### src/rtl/instr_fetch_unit.sv
// instr_fetch_unit: RISC-V instruction fetch stage.
// Holds the PC, issues word reads to the instruction cache over a req/ready
// handshake, presents one instruction at a time to decode and retires it
// when downstream is not stalled. The next PC is either sequential or the
// control unit's branch/jump target.
module instr_fetch_unit #(
    parameter logic [31:0] RESET_PC = 32'h0000_0000
) (
    input  logic        clk,
    input  logic        reset,
    input  logic        PCSrc,
    input  logic [31:0] PCTarget,
    input  logic        stall,
    output logic        ic_req,
    output logic [31:0] ic_addr,
    input  logic        ic_ready,
    input  logic [31:0] ic_rdata,
    output logic [31:0] instr,
    output logic        instr_valid,
    output logic [31:0] pc,
    output logic [31:0] pc_plus4,
    output logic [31:0] instret
);

    typedef enum logic [1:0] {
        S_IDLE  = 2'd0,
        S_FETCH = 2'd1,
        S_ISSUE = 2'd2
    } state_t;

    // Word-aligned reset address; low bits are forced to zero.
    localparam logic [31:0] RESET_ADDR = {RESET_PC[31:2], 2'b00};

    state_t      state_q, state_d;
    logic [31:0] fetch_pc_q, fetch_pc_d;
    logic [31:0] instr_q, instr_d;
    logic [31:0] pc_q, pc_d;
    logic [31:0] instret_q, instret_d;

    // State register.
    always_ff @(posedge clk or posedge reset) begin
        if (reset) begin
            state_q <= S_IDLE;
        end else begin
            state_q <= state_d;
        end
    end

    // Next-state logic: IDLE -> FETCH -> ISSUE -> FETCH ...
    always_comb begin
        state_d = state_q;
        case (state_q)
            S_IDLE:  state_d = S_FETCH;
            S_FETCH: if (ic_ready) state_d = S_ISSUE;
            S_ISSUE: if (!stall)   state_d = S_FETCH;
            default: state_d = S_IDLE;
        endcase
    end

    // Handshake outputs depend on state only.
    always_comb begin
        ic_req      = 1'b0;
        instr_valid = 1'b0;
        case (state_q)
            S_FETCH: ic_req      = 1'b1;
            S_ISSUE: instr_valid = 1'b1;
            default: ;
        endcase
    end

    // Datapath next values: capture on cache return, advance PC on retire.
    always_comb begin
        fetch_pc_d = fetch_pc_q;
        instr_d    = instr_q;
        pc_d       = pc_q;
        instret_d  = instret_q;
        if (state_q == S_FETCH && ic_ready) begin
            instr_d = ic_rdata;
            pc_d    = fetch_pc_q;
        end
        if (state_q == S_ISSUE && !stall) begin
            fetch_pc_d = PCSrc ? {PCTarget[31:2], 2'b00} : (pc_q + 32'd4);
            instret_d  = instret_q + 32'd1;
        end
    end

    // Datapath registers.
    always_ff @(posedge clk or posedge reset) begin
        if (reset) begin
            fetch_pc_q <= RESET_ADDR;
            instr_q    <= '0;
            pc_q       <= '0;
            instret_q  <= '0;
        end else begin
            fetch_pc_q <= fetch_pc_d;
            instr_q    <= instr_d;
            pc_q       <= pc_d;
            instret_q  <= instret_d;
        end
    end

    assign ic_addr  = fetch_pc_q;
    assign instr    = instr_q;
    assign pc       = pc_q;
    assign pc_plus4 = pc_q + 32'd4;
    assign instret  = instret_q;

endmodule

### config.mk
export PLATFORM = sky130hd
export DESIGN_NAME = instr_fetch_unit
export DESIGN_NICKNAME = d
export VERILOG_FILES = /design/src/rtl/instr_fetch_unit.sv
export SDC_FILE = /design/constraint.sdc
export NUM_CORES = 1
export LEC_CHECK = 0
export ABC_CLOCK_PERIOD_IN_PS = 3300
export BUFFER_PORTS_ARGS = -buffer_cell sky130_fd_sc_hd__buf_2
export CAP_MARGIN = 20
export CELL_PAD_IN_SITES_DETAIL_PLACEMENT = 0
export CELL_PAD_IN_SITES_GLOBAL_PLACEMENT = 2
export CORE_ASPECT_RATIO = 1.4
export CORE_MARGIN = 10
export CORE_UTILIZATION = 27
export CTS_CLUSTER_SIZE = 10
export DETAILED_ROUTE_END_ITERATION = 10
export MAX_ROUTING_LAYER = met4
export PLACE_DENSITY = 0.87
export SLEW_MARGIN = 20
export SYNTH_ARGS = -nofsm -noshare
export SYNTH_HDL_FRONTEND = slang
export SYNTH_SLANG_ARGS = --single-unit
### constraint.sdc
create_clock -name clk -period 3.3 [get_ports clk]
set_input_delay 0.165 -clock clk [delete_from_list [all_inputs] [get_ports clk]]
set_output_delay 0.165 -clock clk [all_outputs]
set_load 0.05 [all_outputs]
==> results.toml, run 1 <==
[critical_path]
critPathArrivalTime_ns = 2.88
startpoint_type = "flip-flop"
crit_chain = "nand4_1 -> or4_4 -> nor4_4 -> xor2_1 -> buf_2"
critical_path_class = "flip-flop to output pin"
cp_slowest_cell = "or4_4"
cp_max_fo = 12
critical_path.top_delay_family = "simple AND/OR/NAND/NOR gates"
required_ns = 3.13
cp-end-kind = "output pin"
max_stage_delay_ns = 0.68
path_buf_inv = 1

[logic_synthesis]
syn_avg_cell_area_sq_um = 11.4
synth-main-ff-cell = "dfrtp_1"
seq_area_frac_synth_pct = 53.8
ys_warn_count = 0
yosysTopAreaCell = "dfrtp_1"
synth_nets = 604
syn_inst = 533
synth_seq_cells = 130
synth_edf_count = 0
synthArstFlopShare_pct = 100
synth_top_area_share_pct = 53.8
synthesis.area_sq_um = 6050
ys_types = 46
synth_area_leaders = "dfrtp_1, mux2_2, xnor2_1"

[pwr]
p_clk_share_pct = 19.3
powerDensity_nw_per_um2 = 1080
ir_drop_uv = 601
p_int_mw = 4.34
p_leak_nw = 4.15
power_frac_seq_pct = 29.5
combPwrFrac_pct = 51.2
p_sw_mw = 4.78
sw_frac_of_total_pct = 52.4
totalPowerFinal_mw = 9.12

[finish]
fillers = 2240
final_common_cell = "buf_2"
final_cell_mix = "buf_2, dfrtp_1, mux2_2"
drive_gt1_share_pct = 42.6
fin_nets = 868
area_growth_pct = 39.3
finish.instance_area_sq_um = 8430

[drt]
drt_iter0_drc = 238
firstDrtPassIters = 4
ant_nets = 0
drc = 0
wl_per_cell_um = 18.5
wl_um = 20500
vias_per_cell = 4.64
num_vias = 5134

[sta]
layout_min_cycle_time_ns = 3.04
setup_tns_ns = 0
layout_setup_ws_ns = 0.259
fin_worst_skew_ns = 0.00970
finalSetupViolCount = 0
rsz0062_at_grt = "no"
max_slew.worst_pin.slew_ns = 0.923
slew_headroom_pct = 38.5
post-route-period-util_pct = 92.1
slew_viol_final = 0
clock.fmax_mhz = 329
hold_violations = 0

[clock_network]
cts_hold_buf = 35
cts_max_path_buffers = 2
clk_pin_slew_worst_paths_ns = 0.06
cts_setup_buffers = 0
cts_tree = "yes"
clock_sinks = 130
cts_made_buffers = 17
clkLatencyLatePin_ns = 0.43
cts_max_level = 4
cts-root-buf = "clkbuf_16"
cts_resized = 0

[floorplanning]
die_h_um = 197
fp-row-count = 64
die-area_sq_um = 28900
start_util_pct = 27.6
ioPinCount = 231
die_w_um = 147
core_sq_um = 21900

[global_routing]
grt_first_pass_wirelength_um = 32000
grt_pass1_vias = 5490
globalRouteOverflowTotal = 0
grt_max_degree = 68
antenna_found_initial = 1
track_usage_pct = 14.6

[placement]
place_area_sq_um = 7530
io_buffers = 228
gp_congestion = 0.769
dp_hpwl_um = 15200
pre_cts_slack_ns = 0.763

[outcome]
status = "finished, final reports clean"

[min_path]
hold_class = "input pin to flip-flop"

[job]
max-cap-violations = 0
[kinds of logic after synthesis]
group                    Yosys count  synth area share (%)
adder cells (fa/ha/maj)            2                 0.413
multiplexers                      69                  12.7
AND/OR/NAND/NOR                  188                  17.3
buffers and inverters             36                  2.46
XOR/XNOR                          54                  7.81
AO/OA/AOI/OAI                     54                  5.54
flip-flops                       130                  53.8
[worst reg2reg max path, delay by kind of cell (launching register included)]
kind            cells  cell delay [ns]
xor+xnor            1             0.20
flops               1             0.45
compound gates      1             0.29
simple gates        3             1.39
[synth_stat cells (4+ instances only)]
cell type  number
nor4_1          7
nand2_1        47
inv_1          11
and3_1         16
o21ai_0        35
and4_1          6
dfrtp_1       130
mux2i_1         5
xor2_1         17
nand2b_1        4
nor3_1         10
mux2_2         64
clkbuf_1       18
nor3b_1         4
nand4_1        15
nand3_1        27
nor2_1         29
xnor2_1        37
a221o_1         9
[layout make-up]
type                            count  area, sq um  share of cell area (%)
Clock inverter                     11         80.1                   0.950
Inverter                           11         45.0                   0.534
Antenna cell                        1         2.50                  0.0297
Sequential cell                   130         3250                    38.6
Tap cell                          297          372                    4.41
Clock buffer                       20          467                    5.54
Timing Repair Buffer              270         1560                    18.5
Multi-Input combinational cell    367         2650                    31.5
[worst paths after layout]
kind                       slack (ns)           end         start  cells after the start
max in group asynchronous        1.98   ic_addr[17]         reset                      4
max reg2reg                      0.87   ic_addr[31]         pc[7]                      5
min in group asynchronous        0.41        pc[31]         reset                      3
max                              0.26  pc_plus4[27]         pc[7]                      5
min                              0.03   ic_addr[14]  PCTarget[14]                      3
min reg2reg                      0.47   instret[31]   instret[31]                      1
[flip-flops by register name, indices dropped and copies added, names as in the netlist]
name,flops
instret,32
state_q,2
instr,32
pc,32
ic_addr,32
[power groups by stage]
| stage | clock (mW) | combinational (mW) | sequential (mW) |
|---|---|---|---|
| floorplan | 0 | 1.69 | 4.46 |
| global placement | 0 | 4.67 | 2.68 |
| detailed placement | 0 | 4.68 | 2.71 |
| CTS | 1.81 | 4.72 | 2.68 |
| global route | 1.88 | 4.88 | 2.79 |
| finish | 1.76 | 4.67 | 2.69 |
[routing by layer]
| metal | share of wire [%] | vias to the layer above | GRT usage (%) |
|---|---|---|---|
| li1 | - | 2423 | - |
| met1 | 40 | 2541 | 16.0 |
| met2 | 53 | 146 | 24.9 |
| met3 | 4.7 | 24 | 3.92 |
| met4 | 2.3 | 0 | 6.06 |
| met5 | 0 | - | - |
[stage by stage]
| step | util [%] | cells | hold slack (ns) |
|---|---|---|---|
| floorplan | - | 533 | 0.261 |
| global placement | 34.3 | 1040 | 0.345 |
| detailed placement | 34.3 | 1040 | 0.352 |
| CTS | 38.4 | 1106 | 0.00713 |
| global route | 38.4 | 1107 | 0.0207 |
| finish | 38.4 | 1107 | 0.0254 |
(Power assumes the default switching activity.)
==> run 2: changes to the inputs <==
CORE_MARGIN = 1   (was 10)
CORE_UTILIZATION = 28   (was 27)
CTS_BUF_LIST = sky130_fd_sc_hd__clkbuf_4   (was default)
PLACE_DENSITY = 0.89   (was 0.87)
==> run 2 against run 1 <==
Net effect: cell count unchanged; sequential power about the same; via count up 1.7%; final area up 1.1%; hold slack better by 0.11 ns; clock-buffer cell count down 3.
==> results.toml, run 2 (same netlist as run 1, synthesis figures left out) <==
[pwr]
powerDensity_nw_per_um2 = 1020
sw_frac_of_total_pct = 54.1
p_int_mw = 3.98
combPwrFrac_pct = 53.6
p_leak_nw = 4.21
totalPowerFinal_mw = 8.67
power_frac_seq_pct = 31.0
ir_drop_uv = 706
p_clk_share_pct = 15.3
p_sw_mw = 4.69

[global_routing]
grt_pass1_vias = 5159
antenna_found_initial = 2
grt_max_degree = 93
globalRouteOverflowTotal = 0
grt_first_pass_wirelength_um = 28400
track_usage_pct = 17.3

[finish]
finish.instance_area_sq_um = 8520
final_cells = 1107
drive_gt1_share_pct = 41.5
post-route-util_pct = 40.2
multi_input_area_sq_um = 2650
ff_latch_area_sq_um = 3250
final_cell_mix = "buf_2, dfrtp_1, dlygate4sd3_1"
fin_nets = 903
fillers = 2112
area_growth_pct = 40.8
final_common_cell = "buf_2"

[floorplanning]
die-area_sq_um = 22200
die_w_um = 126
start_util_pct = 28.5
core_sq_um = 21200
die_h_um = 176
fp-row-count = 63
ioPinCount = 231

[critical_path]
cp-end-kind = "output pin"
critical_path_class = "flip-flop to output pin"
startpoint_type = "flip-flop"
max_stage_delay_ns = 0.66
crit_chain = "nand3_1 -> or4_4 -> nor4_4 -> xor2_1 -> buf_2"
critPathArrivalTime_ns = 2.89
cp_slowest_cell = "or4_4"
required_ns = 3.13
cp_max_fo = 11
ff2ff_path_depth = 5

[drt]
drc = 0
ant_nets = 0
wl_um = 18400
vias_per_cell = 4.71
firstDrtPassIters = 4
wl_per_cell_um = 16.7
drt_iter0_drc = 203
num_vias = 5219

[sta]
setup_tns_ns = 0
max_slew.worst_pin.slew_ns = 0.820
layout_min_cycle_time_ns = 3.06
slew_viol_final = 0
rsz0062_at_grt = "no"
hold_violations = 0
clock.fmax_mhz = 327
post-route-period-util_pct = 92.6
fin_worst_skew_ns = 0.0177
slew_headroom_pct = 45.2
finalSetupViolCount = 0

[clock_network]
cts-root-buf = "clkbuf_4"
cts_max_path_buffers = 2
clk_pin_slew_worst_paths_ns = 0.13
clock_sinks = 130
cts_max_level = 4
cts_tree = "yes"
cts_made_buffers = 17
cts_resized = 0
clkLatencyLatePin_ns = 0.54

[placement]
dp_hpwl_um = 12900
gp_congestion = 0.747
io_buffers = 228
post-place-cells = 1005
place_area_sq_um = 7500

[min_path]
hold_class = "input pin to flip-flop"
hold-path-cell-count = 3

[outcome]
status = "finished, final reports clean"

[job]
max-cap-violations = 0
## run 2: cell count changes in the layout (fill, tap and decap cells not counted)
cell | previous run | this run
buf_4 | 6 | 11
clkbuf_4 | 0 | 17
clkbuf_16 | 17 | 0
bufinv_16 | 0 | 4
inv_6 | 3 | 7
clkbuf_8 | 3 | 0
dlygate4sd3_1 | 35 | 65
clkinv_4 | 3 | 1
clkinvlp_4 | 2 | 1
inv_8 | 0 | 2
clkinv_2 | 4 | 1
diode_2 | 1 | 2
## run 2: power groups by stage
stage	clock, mW	combinational, mW	sequential (mW)
2_1_floorplan	0	1.69	4.46
3_3_place_gp	0	4.58	2.69
3_5_place_dp	0	4.60	2.72
4_1_cts	1.38	4.68	2.68
5_1_grt	1.44	4.85	2.79
6_report	1.33	4.65	2.69
## run 2: metrics by stage
stage / setup slack (ns) / hold WS, ns
6_report: 0.244 / 0.138
5_1_grt: 0.0281 / 0.109
4_1_cts: 0.0827 / 0.0765
3_5_place_dp: 0.740 / 0.358
3_3_place_gp: 0.779 / 0.358
2_1_floorplan: 0.424 / 0.261
## run 2: final cells by class
| class | count | share of cell area (%) |
|---|---|---|
| Antenna cell | 2 | 0.0587 |
| Clock inverter | 15 | 2.56 |
| Clock buffer | 17 | 1.50 |
| Sequential cell | 130 | 38.2 |
| Tap cell | 260 | 3.82 |
| Inverter | 11 | 0.529 |
| Multi-Input combinational cell | 367 | 31.1 |
| Timing Repair Buffer | 305 | 22.2 |
## run 2: layer usage
metal / GRT usage (%) / share of wire, %
met2: 28.8 / 51
met4: 6.83 / 2.5
met1: 20.4 / 43
met3: 3.36 / 3.5
met5: - / 0
## run 2: path summary, 6_finish.rpt
kind                                end   startpoint  slack (ns)
max in group asynchronous        pc[14]        reset        2.58
hold reg to reg             instret[31]  instret[31]        0.48
setup / recovery           pc_plus4[27]       pc[10]        0.24
min in group asynchronous   ic_addr[25]        reset        0.29
setup reg to reg            instret[19]   state_q[0]        0.96
hold / removal              ic_addr[18]        PCSrc        0.14
## run 2: repair_timing
item,in CTS,in global routing
setup buffers,0,3
hold buffers,65,0
hold endpoints to repair,195,0
endpoints found under the setup margin,0,4
## run 2: critical path, delay by kind of cell (launching register included)
| family | cells | cell delay, ns |
|---|---|---|
| xor+xnor | 1 | 0.31 |
| buf+inv | 1 | 0.33 |
| flops | 1 | 0.49 |
| simple gates | 3 | 1.23 |
